[config.mk]
export PLATFORM = sky130hd
export DESIGN_NAME = operand_stack
export DESIGN_NICKNAME = d
export VERILOG_FILES = /design/src/rtl/operand_stack.sv
export SDC_FILE = /design/constraint.sdc
export NUM_CORES = 1
export LEC_CHECK = 0
export ABC_CLOCK_PERIOD_IN_PS = 3300
export BUFFER_PORTS_ARGS = -buffer_cell sky130_fd_sc_hd__buf_2
export CAP_MARGIN = 30
export CELL_PAD_IN_SITES_DETAIL_PLACEMENT = 1
export CELL_PAD_IN_SITES_GLOBAL_PLACEMENT = 1
export CORE_ASPECT_RATIO = 1.25
export CORE_UTILIZATION = 40
export DETAILED_ROUTE_END_ITERATION = 6
export GPL_TIMING_DRIVEN = 0
export PLACE_DENSITY_LB_ADDON = 0.1
export SYNTH_ARGS = -nofsm -noshare
export SYNTH_HDL_FRONTEND = slang
export SYNTH_SLANG_ARGS = --single-unit
[constraint.sdc]
create_clock -name clk -period 3.3 [get_ports clk]
set_input_delay 0.33 -clock clk [delete_from_list [all_inputs] [get_ports clk]]
set_output_delay 0.33 -clock clk [all_outputs]
set_load 0.01 [all_outputs]
[src/rtl/operand_stack.sv]
// rtl/operand_stack.sv - Register-based operand stack with push/replace/pop-1/pop-2 ops
//
// Optional feature: define OPERAND_STACK_GUARD_EN to build the sticky err/err_code
// registers; without it illegal ops are still suppressed but err/err_code read 0.
//
// Ports:
//   clk       in   rising-edge clock
//   rst_n     in   asynchronous active-low reset
//   clear     in   synchronous empty-stack request, overrides op_valid
//   op_valid  in   qualifies sp_op this cycle
//   sp_op     in   00 DES_2, 01 DES_1, 10 ADV_0, 11 ADV_1
//   wr_en     in   write wr_data into the post-op top entry
//   wr_data   in   data for push/replace
//   top       out  mem[count-1] or 0
//   second    out  mem[count-2] or 0
//   count     out  number of valid entries
//   full      out  count == DEPTH
//   empty     out  count == 0
//   err       out  sticky illegal-op flag
//   err_code  out  first error cause: 01 overflow, 10 underflow
module operand_stack #(
  parameter int WIDTH = 8,
  parameter int DEPTH = 16
) (
  input  logic                       clk,
  input  logic                       rst_n,
  input  logic                       clear,
  input  logic                       op_valid,
  input  logic [1:0]                 sp_op,
  input  logic                       wr_en,
  input  logic [WIDTH-1:0]           wr_data,
  output logic [WIDTH-1:0]           top,
  output logic [WIDTH-1:0]           second,
  output logic [$clog2(DEPTH+1)-1:0] count,
  output logic                       full,
  output logic                       empty,
  output logic                       err,
  output logic [1:0]                 err_code
);

  localparam int CW = $clog2(DEPTH + 1);
  localparam int AW = $clog2(DEPTH);

  localparam logic [CW-1:0] DEPTH_C = CW'(DEPTH);
  localparam logic [CW-1:0] ONE     = CW'(1);
  localparam logic [CW-1:0] TWO     = CW'(2);

  localparam logic [1:0] OP_DES_2 = 2'b00;
  localparam logic [1:0] OP_DES_1 = 2'b01;
  localparam logic [1:0] OP_ADV_0 = 2'b10;
  localparam logic [1:0] OP_ADV_1 = 2'b11;

  logic [WIDTH-1:0] mem_q [DEPTH];
  logic [CW-1:0]    count_q, count_d;

  logic [CW-1:0] op_count;
  logic          op_wr;
  logic [AW-1:0] op_idx;
  logic          legal;
  logic          accept;
  logic          do_wr;

  // Per-op effect and legality from sp_op, wr_en and count only;
  // op_valid and clear gate whether anything actually commits.
  always_comb begin
    op_count = count_q;
    op_wr    = 1'b0;
    op_idx   = '0;
    legal    = 1'b1;
    case (sp_op)
      OP_ADV_1: begin
        legal    = (count_q != DEPTH_C);
        op_count = count_q + ONE;
        op_wr    = 1'b1;
        op_idx   = AW'(count_q);
      end
      OP_ADV_0: begin
        legal    = !wr_en || (count_q >= ONE);
        op_wr    = wr_en;
        op_idx   = AW'(count_q - ONE);
      end
      OP_DES_1: begin
        legal    = wr_en ? (count_q >= TWO) : (count_q >= ONE);
        op_count = count_q - ONE;
        op_wr    = wr_en;
        op_idx   = AW'(count_q - TWO);
      end
      default: begin
        legal    = (count_q >= TWO);
        op_count = count_q - TWO;
      end
    endcase
  end

  assign accept = op_valid && legal && !clear;
  assign do_wr  = accept && op_wr;

  always_comb begin
    count_d = count_q;
    if (clear) begin
      count_d = '0;
    end else if (accept) begin
      count_d = op_count;
    end
  end

  always_ff @(posedge clk or negedge rst_n) begin
    if (!rst_n) begin
      count_q <= '0;
    end else begin
      count_q <= count_d;
    end
  end

  // Array is not reset; rst_n gating only keeps an edge during reset from writing.
  always_ff @(posedge clk) begin
    if (rst_n && do_wr) begin
      mem_q[op_idx] <= wr_data;
    end
  end

`ifdef OPERAND_STACK_GUARD_EN
  logic       err_q;
  logic [1:0] err_code_q;

  always_ff @(posedge clk or negedge rst_n) begin
    if (!rst_n) begin
      err_q      <= 1'b0;
      err_code_q <= 2'b00;
    end else if (clear) begin
      err_q      <= 1'b0;
      err_code_q <= 2'b00;
    end else if (op_valid && !legal) begin
      err_q <= 1'b1;
      if (!err_q) begin
        err_code_q <= (sp_op == OP_ADV_1) ? 2'b01 : 2'b10;
      end
    end
  end

  assign err      = err_q;
  assign err_code = err_code_q;
`else
  assign err      = 1'b0;
  assign err_code = 2'b00;
`endif

  logic [AW-1:0] top_idx, second_idx;
  assign top_idx    = AW'(count_q - ONE);
  assign second_idx = AW'(count_q - TWO);

  assign top    = (count_q >= ONE) ? mem_q[top_idx]    : '0;
  assign second = (count_q >= TWO) ? mem_q[second_idx] : '0;
  assign count  = count_q;
  assign full   = (count_q == DEPTH_C);
  assign empty  = (count_q == '0);

endmodule

==> results.md <==
* GP Congestion at 0.824
* Final worst-path cycle share at 98.4%
* Synth Warn # at 0
* IO Port Bufs at 37
* Overflow after GRT at 0
* Crit end category: primary output
* RSZ-0062 raised after global routing: true
* Iteration-0 DRC Markers at 343
* Share of cells above drive strength 1 at 46.6%
* Status: finished, final reports clean
* Synthesized flop and latch total at 133
* Vias at 4,212
* Die height at 149 um
* Total Wirelength at 19.8 mm
* Vias in the first global route at 4,629
* CP bufs+invs at 6
* Core ar. at 0.0168 mm2
* Setup_tns at 0 ns
* Commonest non-fill, non-tap cell in the layout: edfxtp_1
* Crit path top cell by count: buf_12
* Cells along the critical path: clkbuf_16 -> buf_12 -> clkinvlp_4 -> ha_4 -> buf_12 -> buf_12 -> mux4_2 -> mux2i_4 -> a211oi_2 -> buf_2
* Cells after Synth at 396
* HP Class: input port to register
* Total Routing Usage GR at 23.6%
* Slew headroom at 45.2%
* Setup Skew at 0.00900 ns
* First-pass GRT wire length at 29.6 mm
* Commonest cells after routing, fill and taps aside: edfxtp_1, mux4_2, buf_2
* Final Hold Fails at 0
* Worst slew pin tran at 0.823 ns
* Leakage at 0.00288 uW
* Vias/cell at 5.88
* Final ANT Viol Nets at 0
* Number of I/O pins at 41
* Final hold slack at 0.240 ns
* R2R setup slack at 0.13 ns
* CP top delay family: buffers and inverters
* CP max stage delay at 0.53 ns
* Root buf cell: clkbuf_16
* Sequential area share after synthesis at 57.4%
* Antenna diode count at 0
* Power density cells at 584 mW/mm2
* Drt pass-1 iters at 4
* Tmin final at 3.25 ns
* Initial core utilization at 41.0%
* TritonCTS clock tree: done
* Setup crit start kind: register
* Maximum fanout along the worst path at 8
* Worst vdd ir at 0.329 mV
* H-tree Lvls at 4
* Clock buffer count from CTS at 17
* Die Wd at 120 um
* Die ar. at 0.0178 mm2
* Clk_lat worst skew at 0.42 ns
* Mean post-synth cell area at 17.4 um2
* EDFF count, synth at 128
* Synth unique cells at 53
* Max-cap check violation count at 0
* Max Freq at 0.308 GHz
* Synth-to-Final Area Change at 24.4%
* Pin count of the biggest net entering global routing at 17
* Initial antenna violation count at 0
* Setup-failing EPs final at 0
* DRC at 0
* Drt wl/cell at 27.6 um
* Row count at 53
* Final Max Slew Viols at 0
* Post-synth top flop: edfxtp_1
* CP required at 2.97 ns
* Clock sinks at 133
* Layout Nets at 509
* Detailed Place HPWL at 13.4 mm
* Worst path slowest cell: mux4_2
* Clk slew on worst S/H paths at 0.05 ns
* Post-synth ARST share at 3.76%
* Max clock buf depth at 2
* WP data arrival at 2.92 ns
* Synthesized area at 0.00691 mm2
* Type of the worst setup path: register to primary output
## per-stage QoR
step / setup WS (ns) / util, % / cell area [um2] / std cells / power [uW]
floorplan: 0.000761 / - / 6940 / 398 / 2600
global placement: -1.54 / 43.9 / 7400 / 655 / 2940
detailed placement: -1.40 / 44.2 / 7450 / 659 / 2970
CTS: -0.0728 / 50.0 / 8420 / 711 / 4960
global route: -0.0285 / 51.0 / 8590 / 716 / 5180
finish: 0.0540 / 51.0 / 8590 / 716 / 5010
## path summary, 6_finish.rpt
check	start	endpoint	cells after the start
hold reg to reg	count[3]	count[3]	3
hold / removal	clear	count[1]	2
max in group asynchronous	rst_n	count[1]	2
setup / recovery	count[1]	top[1]	10
setup reg to reg	count[2]	mem_q[14][4]	8
min in group asynchronous	rst_n	count[4]	2
## cell usage after synthesis (all sizes together), types with 4 or more instances
library cell / instances / share of area (%)
a211oi: 17 / 1.8
a21oi: 6 / 0.49
buf: 19 / 1.7
clkbuf: 8 / 0.43
dfrtp: 5 / 1.8
edfxtp: 128 / 56
ha: 11 / 2.0
inv: 11 / 0.60
mux2i: 10 / 1.4
mux4: 72 / 24
nand2: 11 / 0.60
nor2: 21 / 1.1
nor2b: 16 / 1.4
nor3: 5 / 0.36
o2111ai: 4 / 0.51
## flip-flops by register name, summed over array words and instances (netlist names)
register / cells
count: 5
mem_q: 128
## power by group
group	internal [uW]	switching [uW]
logic	651	711
clock network	1050	734
registers	1860	11.6
## cell type report
cell class                      count  area (um2)
Buffer                             24         248
Clock buffer                       19         433
Clock inverter                     13         125
Fill cell                        1597        8250
Inverter                           11        47.5
Multi-Input combinational cell    227        3000
Sequential cell                   133        3970
Tap cell                          220         275
Timing Repair Buffer               69         492
## timing repair
action,4_1_cts,5_1_grt
cloned,1,0
endpoints found under the hold margin,5,0
buffers inserted,19,7
hold buffers,1,0
gates resized for setup,55,25
pin swaps,4,7
setup endpoints to repair,149,106
## layer usage
metal / track usage (%) / vias to the layer above / share of wire, %
met2: 39.7 / 128 / 51
met1: 29.7 / 2218 / 42
met4: 9.06 / 0 / 2.6
met5: 0 / - / 0
li1: - / 1829 / -
met3: 5.28 / 37 / 4.7
## cell families after synthesis
family,share of synthesized area [%]
other,0.0543
muxes,25.7
xor gates and xnor gates,0.743
AOI/OAI and AO/OA,5.61
buffers and inverters,2.75
adders and majority gates,1.99
and+or+nand+nor,5.72
DFF,57.4
No activity file was read; power rests on OpenSTA's default activity.
